**src/rtl/mem_arb_pkg.sv**
```systemverilog
// Shared types for the memory port arbiter.
// State encoding, port ids and the default word size.
package mem_arb_pkg;

  typedef enum logic [1:0] {
    IDLE = 2'd0,
    BUSY = 2'd1,
    RESP = 2'd2
  } state_t;

  localparam logic PORT_IF   = 1'b0;
  localparam logic PORT_DATA = 1'b1;

  localparam int WORD_SIZE_DEF = 16;

endpackage

```
**src/rtl/mem_arb_pick.sv**
```systemverilog
// Combinational winner select between fetch and data ports.
// MEM_ARB_RR_EN selects round-robin on ties; otherwise data port wins.
module mem_arb_pick
  import mem_arb_pkg::*;
(
  input  logic req1,
  input  logic req2,
  input  logic last_grant,
  output logic any,
  output logic winner
);

  assign any = req1 | req2;

`ifdef MEM_ARB_RR_EN
  always_comb begin
    winner = req2 ? PORT_DATA : PORT_IF;
    if (req1 && req2)
      winner = ~last_grant;
  end
`else
  logic unused_last;
  assign unused_last = last_grant;
  assign winner = req2 ? PORT_DATA : PORT_IF;
`endif

endmodule

```
**src/rtl/mem_port_arbiter.sv**
```systemverilog
// Shares one single-ported memory between fetch and data ports.
// Define MEM_ARB_RR_EN for round-robin tie breaking.
module mem_port_arbiter
  import mem_arb_pkg::*;
#(
  parameter int WORD_SIZE = WORD_SIZE_DEF,
  parameter int TIMEOUT   = 64
) (
  input  logic                 clk,
  input  logic                 reset,
  input  logic                 readM1,
  input  logic [WORD_SIZE-1:0] address1,
  output logic [WORD_SIZE-1:0] data1,
  output logic                 ready1,
  input  logic                 readM2,
  input  logic                 writeM2,
  input  logic [WORD_SIZE-1:0] address2,
  input  logic [WORD_SIZE-1:0] wdata2,
  output logic [WORD_SIZE-1:0] rdata2,
  output logic                 ready2,
  output logic                 mem_req,
  output logic                 mem_we,
  output logic [WORD_SIZE-1:0] mem_addr,
  output logic [WORD_SIZE-1:0] mem_wdata,
  input  logic [WORD_SIZE-1:0] mem_rdata,
  input  logic                 mem_ack,
  output logic                 err
);

  localparam int CW = $clog2(TIMEOUT);

  state_t               state;
  state_t               state_nxt;
  logic [CW-1:0]        cnt;
  logic                 grant;
  logic                 we_q;
  logic                 timed_out;
  logic                 any;
  logic                 winner;
  logic                 last_grant;
  logic                 req2;
  logic                 hit_to;
  logic [WORD_SIZE-1:0] addr_q;
  logic [WORD_SIZE-1:0] wdata_q;

  assign req2   = readM2 | writeM2;
  assign hit_to = (cnt == CW'(TIMEOUT - 1));

  mem_arb_pick u_pick (
    .req1       (readM1),
    .req2       (req2),
    .last_grant (last_grant),
    .any        (any),
    .winner     (winner)
  );

`ifdef MEM_ARB_RR_EN
  always_ff @(posedge clk or posedge reset) begin
    if (reset)
      last_grant <= PORT_DATA;
    else if (state == IDLE && any)
      last_grant <= winner;
  end
`else
  assign last_grant = PORT_DATA;
`endif

  always_ff @(posedge clk or posedge reset) begin
    if (reset)
      state <= IDLE;
    else
      state <= state_nxt;
  end

  always_comb begin
    state_nxt = state;
    unique case (state)
      IDLE:    if (any) state_nxt = BUSY;
      BUSY:    if (mem_ack || hit_to) state_nxt = RESP;
      RESP:    state_nxt = IDLE;
      default: state_nxt = IDLE;
    endcase
  end

  // Fields are latched at grant so requester changes in BUSY are ignored.
  always_ff @(posedge clk or posedge reset) begin
    if (reset) begin
      grant     <= PORT_IF;
      we_q      <= 1'b0;
      addr_q    <= '0;
      wdata_q   <= '0;
      cnt       <= '0;
      timed_out <= 1'b0;
      data1     <= '0;
      rdata2    <= '0;
    end else begin
      unique case (state)
        IDLE: begin
          if (any) begin
            grant     <= winner;
            we_q      <= (winner == PORT_DATA) & writeM2;
            addr_q    <= (winner == PORT_DATA) ? address2 : address1;
            wdata_q   <= (winner == PORT_DATA) ? wdata2 : '0;
            cnt       <= '0;
            timed_out <= 1'b0;
          end
        end
        BUSY: begin
          cnt <= cnt + 1'b1;
          if (mem_ack) begin
            if (grant == PORT_IF)
              data1 <= mem_rdata;
            else if (!we_q)
              rdata2 <= mem_rdata;
          end else if (hit_to) begin
            timed_out <= 1'b1;
          end
        end
        default: ;
      endcase
    end
  end

  assign mem_req   = (state == BUSY);
  assign mem_we    = mem_req & we_q;
  assign mem_addr  = addr_q;
  assign mem_wdata = wdata_q;
  assign ready1    = (state == RESP) && (grant == PORT_IF);
  assign ready2    = (state == RESP) && (grant == PORT_DATA);
  assign err       = (state == RESP) && timed_out;

endmodule

```
**config.mk**
```make
export PLATFORM = sky130hd
export DESIGN_NAME = mem_port_arbiter
export DESIGN_NICKNAME = d
export VERILOG_FILES = /design/src/rtl/mem_arb_pkg.sv /design/src/rtl/mem_arb_pick.sv /design/src/rtl/mem_port_arbiter.sv
export SDC_FILE = /design/constraint.sdc
export NUM_CORES = 1
export LEC_CHECK = 0
export BUFFER_PORTS_ARGS = -buffer_cell sky130_fd_sc_hd__buf_4
export CAP_MARGIN = 30
export CORE_MARGIN = 8
export CORE_UTILIZATION = 51
export CTS_CLUSTER_DIAMETER = 150
export DETAILED_ROUTE_END_ITERATION = 7
export PLACE_DENSITY = 0.85
export RECOVER_POWER = 100
export SLEW_MARGIN = 25
export SYNTH_ARGS = -nofsm -noshare
export SYNTH_HDL_FRONTEND = slang
export SYNTH_SLANG_ARGS = --single-unit
```
**constraint.sdc**
```tcl
create_clock -name clk -period 5.22 [get_ports clk]
set_input_delay 1.044 -clock clk [delete_from_list [all_inputs] [get_ports clk]]
set_output_delay 1.044 -clock clk [all_outputs]
set_load 0.01 [all_outputs]
```
Yosys cells after proc, flatten, opt, wreduce, memory -nomap -nowiden
Index checks and enable logic that the tools add are counted.
{"block": "word_totals", "inputBits": 70, "elab_cells": 47, "out_inout_bits": 69, "reg_bits": 75}
{"block": "op_classes", "n_eq_ne": 7, "n_reduce_logical": 12, "addsub": 1, "n_mux": 12, "n_bitwise": 6}
{"operator": "$mux 16", "count": 2}
{"operator": "$pmux 6 s2", "count": 1}
{"operator": "$reduce_and 4->1", "count": 2}
{"operator": "$add 6x1->6 const B", "count": 1}
{"operator": "$eq 6x6->1 const B", "count": 1}
{"operator": "$mux 6", "count": 1}
{"operator": "$reduce_and 2->1", "count": 3}
{"operator": "$mux 1", "count": 4}
{"operator": "$mux 2", "count": 2}
{"operator": "$ne 2x1->1 const B", "count": 2}
{"operator": "$ne 2x2->1 const B", "count": 2}
{"operator": "$pmux 2 s2", "count": 1}
{"operator": "$logic_and 1x1->1", "count": 3}
{"operator": "$reduce_and 3->1", "count": 1}
{"operator": "$and 1x1->1", "count": 2}
{"operator": "$eq 2x1->1 const B", "count": 1}
{"operator": "$eq 2x2->1 const B", "count": 1}
{"operator": "$logic_not 2->1", "count": 1}
{"operator": "$not 1->1", "count": 2}
{"operator": "$or 1x1->1", "count": 2}
{"operator": "$pmux 1 s2", "count": 1}
{"operator": "$reduce_bool 2->1", "count": 1}
{"operator": "$logic_or 1x1->1", "count": 1}

Logic depth before layout (Yosys ltp)
{"block": "depth", "word_depth": 4, "depth_mapped": 7, "depth_no_buf": 4}

Modules after synthesis
From an unflattened synthesis, not the netlist that was laid out.
{"block": "hier_totals", "cells_unflattened": 267, "hier_area_um2": 3226.8}
{"mod": "mem_port_arbiter", "area_per_inst_um2": 3213.1, "seq_area_each_um2": 1876.8, "instances": 1, "cells_per_inst": 265}
{"mod": "mem_arb_pick", "area_per_inst_um2": 13.8, "seq_area_each_um2": 0.0, "instances": 1, "cells_per_inst": 2}

Worst setup path before layout
OpenSTA, ideal clock, no wires.
{"block": "synth_timing", "path_kind": "input port to flip-flop", "startpoint": "input writeM2", "endpoint": "register addr_q[7], in the netlist mem_addr[7]", "slack_ns": 2.935, "path_stages": 4, "n_path_buf": 1, "setup_ns": 0.125, "t_arrival_ns": 2.160, "t_required_ns": 5.095, "cell_sequence": "nor2_2 > buf_2 > mux2_2 > mux2_2"}
{"block": "synth_via", "elab_chain_len": 3, "elab_cells_between_ends": 5, "cone_classes": "2 x mux; 2 x bitwise; 1 x reduce/logical"}
{"item": "start, declared", "line_no": "mem_port_arbiter.sv:16", "source": "input logic writeM2,"}
{"item": "$or 1x1->1 *", "line_no": "mem_port_arbiter.sv:46", "source": "assign req2 = readM2 | writeM2;"}
{"item": "$mux 1 / $or 1x1->1 (equally long branches)", "line_no": "mem_arb_pick.sv:24, mem_arb_pick.sv:13"}
{"item": "$mux 16 / $reduce_and 2->1 (equally long branches)"}
{"item": "end signal, assigned", "line_no": "mem_port_arbiter.sv:102", "source": "addr_q <= (winner == PORT_DATA) ? address2 : address1;"}
{"item": "end, declared", "line_no": "mem_port_arbiter.sv:43", "source": "logic [WORD_SIZE-1:0] addr_q;"}
Mark *: on every way between the ends. The rest lies on a longest branch, timed or not.
A chain may end at the register's enable or synchronous reset.

Final worst setup path
{"block": "layout_timing", "startpoint": "input readM1", "endpoint": "register cnt[1]"}
{"block": "layout_via", "elab_chain_len": 3}
{"item": "start, declared", "line_no": "mem_port_arbiter.sv:11", "source": "input logic readM1,"}
{"item": "$or 1x1->1", "line_no": "mem_arb_pick.sv:13", "source": "assign any = req1 | req2;"}
{"item": "$ne 2x2->1 (no source line)"}
{"item": "$reduce_and 2->1 (no source line)"}
{"item": "end signal, assigned", "line_no": "mem_port_arbiter.sv:109", "source": "cnt <= cnt + 1'b1;"}
{"item": "end, declared", "line_no": "mem_port_arbiter.sv:34", "source": "logic [CW-1:0] cnt;"}
Every way passes these cells.

==> flow_summary.yaml <==
hold_path:
  hp-class: "flip-flop to flip-flop"
  min-delay-start: "rdata2[8]"
finish:
  drive_gt1_share_pct: 39.3
  antenna_cells: 0
  area_growth_pct: 31.9
  fin_nets: 427
  final_util_pct: 67.8
synthesis:
  synth-seq-cells: 75
  synth_edf_count: 0
  syn_inst: 214
  synthTopCellsByArea: "dfrtp_1 (59%), mux2_2 (19%), mux2_4 (4.7%)"
  synth_area_leader_cell: "dfrtp_1"
  syn_avg_cell_area_sq_um: 14.9
  yosysMostFrequentCell: "dfrtp_1"
  ys_types: 35
  syn_nets: 285
  syn_area_sq_mm: 0.00319
  ys_warn_count: 0
  synthArstFlopShare_pct: 100
  synth_flop_cell: "dfrtp_1"
  ys_seq_area_share_pct: 58.9
  synth_top_cell_area_share_pct: 58.9
  synthTopCellsByCount: "dfrtp_1 (75), mux2_2 (54), a22o_1 (17), mux2_4 (10), nand2_1 (6)"
grt:
  busiest_layer: "met2"
  grt_util_met2_pct: 28.3
  grt_pass1_wl_um: 12800
  grt_overflow_total: 0
  use_met1_pct: 21.5
  grt_max_degree: 39
  grtUsageMet3_pct: 10.0
  antenna_found_initial: 0
  grt_pass1_vias: 2550
  grtUsageTotal_pct: 18.5
timing:
  rsz0062_at_grt: "false"
  fin_worst_skew_ns: 0.00515
  max_slew.worst_pin.slew_ns: 2.50
  timing.fmax_mhz: 295
  period_share_pct: 65.0
  relSlewSlack_pct: -68.0
  fin_crit_ns: 3.39
  slew_violations: 55
  hold_viol: 0
  fin_tns_setup_ns: 0
  setup_viol: 0
critical_path:
  path_max_fanout: 19
  crit_arrival_ns: 3.49
  cp-start-kind: "input pin"
  worstReg2RegStart: "state[1]"
  endpoint_kind: "flip-flop"
  crit_start: "readM1"
  path_class: "input pin to flip-flop"
  required_ns: 5.32
floorplan:
  start_util_pct: 51.4
  dieWidth_um: 95.1
  dieArea_sq_mm: 0.00904
  row_count: 29
  ios: 139
  die_h_um: 95.1
  coreArea_sq_mm: 0.00620
power:
  p_clk_share_pct: 23.5
  leakage_uw: 0.00188
  switching_share_pct: 33.8
  p_sw_uw: 854
  peakVddDrop_mv: 0.317
  combinationalPowerShare_pct: 36.2
  p_int_uw: 1670
  seq_power_share_pct: 40.3
  powerDensity_mw_per_mm2: 601
status:
  violations: "max-capacitance violations, max-slew violations"
  status: "finished, violations left"
drt:
  via_per_inst: 5.26
  drt-pass1-iter-count: 4
  drt_wl_total_um: 8290
  post-route-drc-count: 0
  ant_nets: 0
  routedWlPerCell_um: 18.9
  vias: 2305
  drt-initial-drc-count: 67
clock_network:
  root_buffer: "clkbuf_8"
  clk_pin_slew_ns: 0.08
  clock_latency_ns: 0.34
  post_cts_resized: 0
  ctsHoldBuffers: 0
  cts_made_buffers: 9
  postCtsSetupBuffers: 0
  cts_tree: "yes"
  h-tree-depth: 3
  clockBufferDepth: 2
  clock_sinks: 75
place:
  dp_hpwl_um: 6270
  gp_congestion: 0.804
  io_buffers: 138
run:
  max_cap_viol_count: 3
==> cell usage in the layout (no fill, tap or decap), types with 2 or more instances in the layout <==
cell type  instances
dfrtp_1           75
clkbuf_1          72
buf_4             68
mux2_2            53
a22o_1            17
clkbuf_8          11
mux2_1             8
nand2_1            6
nand3_1            4
a21oi_1            4
bufinv_16          4
nor2_1             3
nor3_1             3
inv_1              3
o21a_1             3
o211ai_1           3
mux2_4             3
nand2b_1           2
nor3b_1            2
and3_1             2
o21ai_0            2
or3_1              2
==> power groups by stage <==
stage | logic (uW) | clock network [uW] | registers, uW
after floorplan | 525 | 0 | 1130
after global placement | 1150 | 0 | 1030
after detailed placement | 1180 | 0 | 1040
after CTS | 1180 | 611 | 1040
after global routing | 1010 | 634 | 1060
final | 915 | 594 | 1020
==> state kept, by name (all words and copies together) (netlist names) <==
name       cells
data1         16
timed_out      1
mem_wdata     16
mem_addr      16
cnt            6
state          2
grant          1
rdata2        16
we_q           1
==> worst paths after layout <==
path	end	slack, ns	depth (start not counted)
max	cnt[1]	1.83	4
min	rdata2[8]	0.49	1
max reg2reg	data1[11]	1.99	3
min reg2reg	rdata2[8]	0.49	1
max in group asynchronous	rdata2[2]	2.92	3
min in group asynchronous	mem_wdata[11]	1.11	2
==> worst max-delay path: stages <==
cell and delay, ns:
clkbuf_1 0.12, nor3_1 0.09, nor3_1 1.86, o21ai_0 0.37
==> cells by family after synthesis <==
kind of cell | Yosys count | synth area share, %
mux | 65 | 24.1
simple gates | 28 | 5.93
flops | 75 | 58.9
compound gates | 31 | 7.50
fa+ha+maj | 1 | 0.392
buf+inv | 14 | 3.22
==> layout make-up <==
class | count | area [sq um]
fillers | 516 | 2000
flip-flops and latches | 75 | 1880
multi-input cells | 125 | 1140
repair buffers | 141 | 796
clock buffers | 12 | 155
clock inverters | 4 | 120
well taps | 77 | 96.3
inverters | 4 | 16.3
==> metrics by stage <==
step | area [sq um] | setup WS [ns] | instances | hold slack [ns] | total power, uW
floorplan | 3190 | 2.27 | 214 | 0.457 | 1650
global placement | 4240 | 2.53 | 420 | 0.467 | 2170
detailed placement | 4240 | 2.51 | 420 | 0.491 | 2220
CTS | 4520 | 2.65 | 436 | 0.508 | 2830
global route | 4210 | 1.61 | 438 | 0.516 | 2700
finish | 4210 | 1.83 | 438 | 0.491 | 2530
==> routing by layer <==
layer	share of wire [%]	vias up
met2	46	107
met1	42	1125
met3	12	8
li1	-	1065
met5	0	-
met4	1.1	0
No activity file was read; power rests on OpenSTA's default activity.
